`config.mk`:
```
export PLATFORM = sky130hd
export DESIGN_NAME = hazard_control_unit_flat
export DESIGN_NICKNAME = d
export VERILOG_FILES = /design/src/rtl/hazard_control_unit_pkg.sv /design/src/rtl/hazard_control_unit_if.sv /design/src/rtl/hazard_control_unit_sat_counter.sv /design/src/rtl/hazard_control_unit.sv /design/src/flat_wrapper.sv
export SDC_FILE = /design/constraint.sdc
export NUM_CORES = 1
export LEC_CHECK = 0
export ABC_CLOCK_PERIOD_IN_PS = 2750
export CAP_MARGIN = 20
export CORE_MARGIN = 4
export CORE_UTILIZATION = 30
export DETAILED_ROUTE_END_ITERATION = 12
export PLACE_DENSITY_LB_ADDON = 0.25
export SYNTH_ARGS = -nofsm -noshare
export SYNTH_HDL_FRONTEND = slang
export SYNTH_SLANG_ARGS = --single-unit
```
`constraint.sdc`:
```
create_clock -name clk -period 2.75 [get_ports clk]
set_input_delay 0.55 -clock clk [delete_from_list [all_inputs] [get_ports clk]]
set_output_delay 0.55 -clock clk [all_outputs]
set_load 0.05 [all_outputs]
```
`src/rtl/hazard_control_unit_pkg.sv`:
```
// Shared LC-3b pipeline types: hazard FSM states and the performance counter width.
package lc3b_types;

    localparam int lc3b_perf_width = 16;

    typedef enum logic [0:0] {
        HZ_RUN  = 1'b0,
        HZ_IND2 = 1'b1
    } hazard_state_t;

endpackage

```
`src/rtl/hazard_control_unit_if.sv`:
```
// Bundle of the hazard unit's request inputs, pipeline register controls and counters.
interface hazard_control_unit_if
    import lc3b_types::*;
#(
    parameter int CNT_WIDTH = lc3b_perf_width
) ();

    logic                 stall_forwarding;
    logic                 flush_forwarding;
    logic                 branch_taken;
    logic                 icache_read;
    logic                 icache_resp;
    logic                 dcache_read;
    logic                 dcache_write;
    logic                 dcache_resp;
    logic                 mem_indirect;
    logic                 indirect_phase;
    logic                 load_pc;
    logic                 load_if_id;
    logic                 load_id_ex;
    logic                 load_ex_mem;
    logic                 load_mem_wb;
    logic                 flush_if_id;
    logic                 flush_id_ex;
    logic                 flush_ex_mem;
    logic [CNT_WIDTH-1:0] stall_cycles;
    logic [CNT_WIDTH-1:0] flush_count;

    // The datapath side drives the requests and consumes the controls.
    modport master (
        output stall_forwarding, flush_forwarding, branch_taken,
               icache_read, icache_resp, dcache_read, dcache_write,
               dcache_resp, mem_indirect,
        input  indirect_phase, load_pc, load_if_id, load_id_ex,
               load_ex_mem, load_mem_wb, flush_if_id, flush_id_ex,
               flush_ex_mem, stall_cycles, flush_count
    );

    modport slave (
        input  stall_forwarding, flush_forwarding, branch_taken,
               icache_read, icache_resp, dcache_read, dcache_write,
               dcache_resp, mem_indirect,
        output indirect_phase, load_pc, load_if_id, load_id_ex,
               load_ex_mem, load_mem_wb, flush_if_id, flush_id_ex,
               flush_ex_mem, stall_cycles, flush_count
    );

endinterface

```
`src/rtl/hazard_control_unit_sat_counter.sv`:
```
// Event counter that sticks at all-ones instead of wrapping.
module sat_counter #(
    parameter int WIDTH = 16
) (
    input  logic             clk,
    input  logic             reset,
    input  logic             inc,
    output logic [WIDTH-1:0] count
);

    logic [WIDTH-1:0] r_count;

    always_ff @(posedge clk) begin
        if (reset) begin
            r_count <= '0;
        end else if (inc && (r_count != {WIDTH{1'b1}})) begin
            r_count <= r_count + WIDTH'(1);
        end
    end

    assign count = r_count;

endmodule

```
`src/rtl/hazard_control_unit.sv`:
```
// Pipeline control for the 5-stage LC-3b: freeze/branch/load-use priority,
// LDI/STI two-access sequencing and stall/flush performance counters.
module hazard_control_unit
    import lc3b_types::*;
#(
    parameter int CNT_WIDTH = lc3b_perf_width
) (
    input  logic                 clk,
    input  logic                 reset,
    hazard_control_unit_if.slave hz
);

    hazard_state_t r_state;
    hazard_state_t w_nextState;

    logic w_icacheWait;
    logic w_dcacheWait;
    logic w_indirectFetch;
    logic w_freeze;
    logic w_loadUse;
    logic w_stallInc;
    logic w_flushInc;

    // The pointer fetch completing still freezes the pipe so MEM can re-access with the pointer.
    assign w_icacheWait    = hz.icache_read & ~hz.icache_resp;
    assign w_dcacheWait    = (hz.dcache_read | hz.dcache_write) & ~hz.dcache_resp;
    assign w_indirectFetch = (r_state == HZ_RUN) & hz.mem_indirect & hz.dcache_resp;
    assign w_freeze        = w_icacheWait | w_dcacheWait | w_indirectFetch;
    assign w_loadUse       = hz.stall_forwarding | hz.flush_forwarding;

    always_ff @(posedge clk) begin
        if (reset) begin
            r_state <= HZ_RUN;
        end else begin
            r_state <= w_nextState;
        end
    end

    always_comb begin
        w_nextState = r_state;
        case (r_state)
            HZ_RUN: begin
                if (hz.mem_indirect && hz.dcache_resp) begin
                    w_nextState = HZ_IND2;
                end
            end
            HZ_IND2: begin
                if (hz.dcache_resp && !w_freeze) begin
                    w_nextState = HZ_RUN;
                end
            end
            default: w_nextState = HZ_RUN;
        endcase
    end

    always_comb begin
        hz.load_pc      = 1'b1;
        hz.load_if_id   = 1'b1;
        hz.load_id_ex   = 1'b1;
        hz.load_ex_mem  = 1'b1;
        hz.load_mem_wb  = 1'b1;
        hz.flush_if_id  = 1'b0;
        hz.flush_id_ex  = 1'b0;
        hz.flush_ex_mem = 1'b0;
        if (reset) begin
            hz.load_pc      = 1'b0;
            hz.load_if_id   = 1'b0;
            hz.load_id_ex   = 1'b0;
            hz.load_ex_mem  = 1'b0;
            hz.load_mem_wb  = 1'b0;
            hz.flush_if_id  = 1'b1;
            hz.flush_id_ex  = 1'b1;
            hz.flush_ex_mem = 1'b1;
        end else if (w_freeze) begin
            hz.load_pc      = 1'b0;
            hz.load_if_id   = 1'b0;
            hz.load_id_ex   = 1'b0;
            hz.load_ex_mem  = 1'b0;
            hz.load_mem_wb  = 1'b0;
        end else if (hz.branch_taken) begin
            hz.flush_if_id  = 1'b1;
            hz.flush_id_ex  = 1'b1;
            hz.flush_ex_mem = 1'b1;
        end else if (w_loadUse) begin
            hz.load_pc      = 1'b0;
            hz.load_if_id   = 1'b0;
            hz.load_id_ex   = 1'b0;
            hz.flush_ex_mem = 1'b1;
        end
    end

    assign hz.indirect_phase = (r_state == HZ_IND2);

    assign w_stallInc = ~reset & ~hz.load_pc;
    assign w_flushInc = ~reset & ~w_freeze & hz.branch_taken;

    sat_counter #(.WIDTH(CNT_WIDTH)) u_stallCounter (
        .clk   (clk),
        .reset (reset),
        .inc   (w_stallInc),
        .count (hz.stall_cycles)
    );

    sat_counter #(.WIDTH(CNT_WIDTH)) u_flushCounter (
        .clk   (clk),
        .reset (reset),
        .inc   (w_flushInc),
        .count (hz.flush_count)
    );

endmodule

```
`src/flat_wrapper.sv`:
```
// flat-port wrapper written by rule: the top's interface ports become plain ports
module hazard_control_unit_flat import lc3b_types::*;
#(
    parameter int CNT_WIDTH = lc3b_perf_width
)
  (clk, reset, hz_stall_forwarding, hz_flush_forwarding, hz_branch_taken, hz_icache_read, hz_icache_resp, hz_dcache_read, hz_dcache_write, hz_dcache_resp, hz_mem_indirect, hz_indirect_phase, hz_load_pc, hz_load_if_id, hz_load_id_ex, hz_load_ex_mem, hz_load_mem_wb, hz_flush_if_id, hz_flush_id_ex, hz_flush_ex_mem, hz_stall_cycles, hz_flush_count);
  hazard_control_unit_if #(.CNT_WIDTH(CNT_WIDTH)) hz_i ();
  input  logic clk;
  input  logic reset;
  input wire logic [$bits(hz_i.stall_forwarding)-1:0] hz_stall_forwarding;
  input wire logic [$bits(hz_i.flush_forwarding)-1:0] hz_flush_forwarding;
  input wire logic [$bits(hz_i.branch_taken)-1:0] hz_branch_taken;
  input wire logic [$bits(hz_i.icache_read)-1:0] hz_icache_read;
  input wire logic [$bits(hz_i.icache_resp)-1:0] hz_icache_resp;
  input wire logic [$bits(hz_i.dcache_read)-1:0] hz_dcache_read;
  input wire logic [$bits(hz_i.dcache_write)-1:0] hz_dcache_write;
  input wire logic [$bits(hz_i.dcache_resp)-1:0] hz_dcache_resp;
  input wire logic [$bits(hz_i.mem_indirect)-1:0] hz_mem_indirect;
  output wire logic [$bits(hz_i.indirect_phase)-1:0] hz_indirect_phase;
  output wire logic [$bits(hz_i.load_pc)-1:0] hz_load_pc;
  output wire logic [$bits(hz_i.load_if_id)-1:0] hz_load_if_id;
  output wire logic [$bits(hz_i.load_id_ex)-1:0] hz_load_id_ex;
  output wire logic [$bits(hz_i.load_ex_mem)-1:0] hz_load_ex_mem;
  output wire logic [$bits(hz_i.load_mem_wb)-1:0] hz_load_mem_wb;
  output wire logic [$bits(hz_i.flush_if_id)-1:0] hz_flush_if_id;
  output wire logic [$bits(hz_i.flush_id_ex)-1:0] hz_flush_id_ex;
  output wire logic [$bits(hz_i.flush_ex_mem)-1:0] hz_flush_ex_mem;
  output wire logic [$bits(hz_i.stall_cycles)-1:0] hz_stall_cycles;
  output wire logic [$bits(hz_i.flush_count)-1:0] hz_flush_count;
  assign hz_i.stall_forwarding = hz_stall_forwarding;
  assign hz_i.flush_forwarding = hz_flush_forwarding;
  assign hz_i.branch_taken = hz_branch_taken;
  assign hz_i.icache_read = hz_icache_read;
  assign hz_i.icache_resp = hz_icache_resp;
  assign hz_i.dcache_read = hz_dcache_read;
  assign hz_i.dcache_write = hz_dcache_write;
  assign hz_i.dcache_resp = hz_dcache_resp;
  assign hz_i.mem_indirect = hz_mem_indirect;
  assign hz_indirect_phase = hz_i.indirect_phase;
  assign hz_load_pc = hz_i.load_pc;
  assign hz_load_if_id = hz_i.load_if_id;
  assign hz_load_id_ex = hz_i.load_id_ex;
  assign hz_load_ex_mem = hz_i.load_ex_mem;
  assign hz_load_mem_wb = hz_i.load_mem_wb;
  assign hz_flush_if_id = hz_i.flush_if_id;
  assign hz_flush_id_ex = hz_i.flush_id_ex;
  assign hz_flush_ex_mem = hz_i.flush_ex_mem;
  assign hz_stall_cycles = hz_i.stall_cycles;
  assign hz_flush_count = hz_i.flush_count;
  hazard_control_unit #(.CNT_WIDTH(CNT_WIDTH)) u_core (.clk(clk), .reset(reset), .hz(hz_i));
endmodule
```
==> flow_metrics.py <==
metrics = {
    "drt": {
        "drc_errors": 0,
        "wire_per_inst_um": 13.8,
        "drt-pass1-iter-count": 4,
        "ant_nets": 0,
        "viasPerCell": 5.46,
        "num_vias": 1894,
        "drt_iter0_markers": 76,
        "routed_wl_um": 4800,
    },
    "yosys": {
        "syn_inst": 222,
        "synth_edf_count": 0,
        "synth_area_per_cell_um2": 8.17,
        "synthAdderAreaFrac_pct": 1.38,
        "synth-xor-area-share_pct": 0,
        "yosys.area_share.simple_pct": 33.9,
        "yosys_warnings": 0,
        "muxShareOfSynthArea_pct": 2.48,
        "synth_common_cells": "33 x dfxtp_1, 29 x a21oi_1, 21 x or4_1",
        "ys_seq_area_share_pct": 36.4,
        "yosys-top-cells-area": "dfxtp_1 36%, or4_1 8.7%, o31ai_1 8.3%, a21oi_1 8.0%, nand2_1 3.1%",
        "synth_nets": 235,
        "synth_top_area_cell": "dfxtp_1",
        "synth_top_family_by_area": "simple AND/OR/NAND/NOR gates",
        "ys.flop_type": "dfxtp_1",
        "ys_seq_elements": 33,
        "async_reset_ff_share_pct": 0,
        "synth_compound_area_share_pct": 20.0,
        "ys_types": 33,
        "yosys.area.top_type_share_pct": 36.4,
        "synthesis.area_mm2": 0.00181,
        "yosysMostFrequentCell": "dfxtp_1",
    },
    "clock_network": {
        "ctsRootBufferMaster": "clkbuf_8",
        "post_cts_resized": 0,
        "cts_sinks": 33,
        "cts.clk_slew.worst_paths_ns": 0.07,
        "post-cts-setup-buffer-count": 0,
        "clock_path_buffers": 2,
        "cts_tree": "yes",
        "cts_buffers": 5,
        "holdBufCountCts": 0,
        "clock_latency_ns": 0.28,
        "htreeDepth": 2,
    },
    "final_layout": {
        "nNetsFinal": 284,
        "area_delta_synth_final_pct": 42.6,
        "multi_input_area_mm2": 0.00106,
        "final_cells": 347,
        "num-fill-cells": 605,
        "final_area_mm2": 0.00258,
        "diodes": 0,
        "drive_gt1_share_pct": 13.2,
        "register_area_um2": 661,
    },
    "grt": {
        "grt_max_degree": 37,
        "grt-ovfl-total": 0,
        "grt_pass1_vias": 1721,
        "grt_pass1_wl_um": 8050,
        "grt_usage_pct": 13.2,
        "antenna_found_initial": 0,
    },
    "worst_setup_path": {
        "r2r-start": "u_core.u_stallCounter.count[0]",
        "arrival_ns": 1.97,
        "worstSetupPathType": "in -> out",
        "timing.rr.end": "u_core.u_stallCounter.count[9]",
        "cp-end-kind": "primary output",
        "worstPathMaxFanout": 3,
        "reg2regPathDepth": 7,
        "worstPathRequired_ns": 2.20,
        "cp-start-kind": "input port",
        "regToRegSetupSlack_ns": 0.65,
    },
    "timing": {
        "period_minus_slack_ns": 2.52,
        "fin_skew_ns": 0.00676,
        "finalMaxSlewViolations": 0,
        "finalSetupViolCount": 0,
        "tns_ns": 0,
        "period_share_pct": 91.7,
        "max_slew_margin_pct": 65.8,
        "rsz0062_at_grt": "no",
        "worst_pin_slew_ns": 0.511,
        "max_freq_ghz": 0.396,
        "finalHoldViolCount": 0,
    },
    "die": {
        "start_util_pct": 30.8,
        "num_rows": 28,
        "die_w_um": 85.7,
        "core_area_mm2": 0.00589,
        "die_y_um": 85.7,
        "fp.dieArea_mm2": 0.00735,
        "io_pins": 52,
    },
    "outcome": {
        "outcome": "finished, final reports clean",
    },
    "power": {
        "power_mw": 1.02,
        "ir_drop_mv": 0.186,
        "power.density_mw_per_mm2": 394,
        "p_leak_nw": 0.823,
    },
    "min_path": {
        "worst_hold_path_type": "reg -> reg",
        "whs_path_depth": 2,
        "hold_start": "u_core.hz.indirect_phase",
        "hold_end": "u_core.hz.indirect_phase",
    },
    "placed_design": {
        "dp.cells": 339,
        "gp_congestion": 0.748,
        "dp_hpwl_um": 3390,
        "portBuffers": 51,
        "place_area_mm2": 0.00250,
    },
    "job": {
        "cap_violations": 0,
    },
}
metrics by stage:
step	hold WS, ns	utilization (%)	setup slack [ns]
CTS	0.481	43.9	0.227
floorplan	0.679	-	0.139
finish	0.476	43.9	0.227
detailed placement	0.471	42.6	0.0692
global placement	0.465	42.6	0.134
global route	0.523	43.9	0.139
final cells by class:
class	instances	area share, %
Timing Repair Buffer	61	26.2
Clock buffer	8	3.10
Multi-Input combinational cell	166	40.9
Tap cell	75	3.63
Sequential cell	33	25.6
Inverter	4	0.581
cell families (layout without fill, tap and decap cells):
| kind of cell | count (synthesis) | after routing |
|---|---|---|
| buffers and inverters | 23 | 73 |
| AO/OA/AOI/OAI | 59 | 59 |
| AND/OR/NAND/NOR | 101 | 101 |
| flip-flops | 33 | 33 |
| adder cells (fa/ha/maj) | 2 | 2 |
| multiplexers | 4 | 4 |
worst max-delay path: stages:
cell and delay (ns):
clkdlybuf4s50_1 0.44, nor3_2 0.23, a21o_2 0.14, nand2_1 0.09
nor2_1 0.32, buf_12 0.19
cells in the final DEF (no fill, tap or decap), types with 5 or more instances in the layout:
master / count
nand4_1: 9
clkbuf_8: 5
nor2_1: 10
o21ai_0: 5
clkdlybuf4s50_1: 43
o31ai_1: 20
dfxtp_1: 33
nand2_1: 15
or4_1: 21
a21oi_1: 29
buf_12: 9
nand3_1: 10
buf_4: 9
state kept, by name, summed over array words and instances (netlist names):
register,cells
u_core.hz.indirect_phase,1
u_core.u_flushCounter.count,16
u_core.u_stallCounter.count,16
how the worst max path moves through the flow:
stage / from / to / cells after the start
floorplan: u_core.hz.indirect_phase / hz_load_mem_wb / 5
global placement: hz_dcache_resp / u_core.u_flushCounter.count[15] / 6
detailed placement: hz_dcache_resp / u_core.u_flushCounter.count[15] / 6
CTS: hz_dcache_resp / hz_load_mem_wb / 6
global route: hz_dcache_resp / hz_load_ex_mem / 6
finish: hz_dcache_resp / hz_load_mem_wb / 6
metal layers:
layer,up-vias,global-route usage [%],wire (um)
li1,952,-,-
met1,893,17.7,2370
met2,43,20.3,2080
met3,6,3.65,272
met4,0,4.89,76
met5,-,0,0
power breakdown:
group,switching [mW],internal (mW)
combinational,0.0981,0.0749
clock,0.172,0.180
sequential,0.00846,0.484
total,0.278,0.739
(Power assumes the default switching activity.)
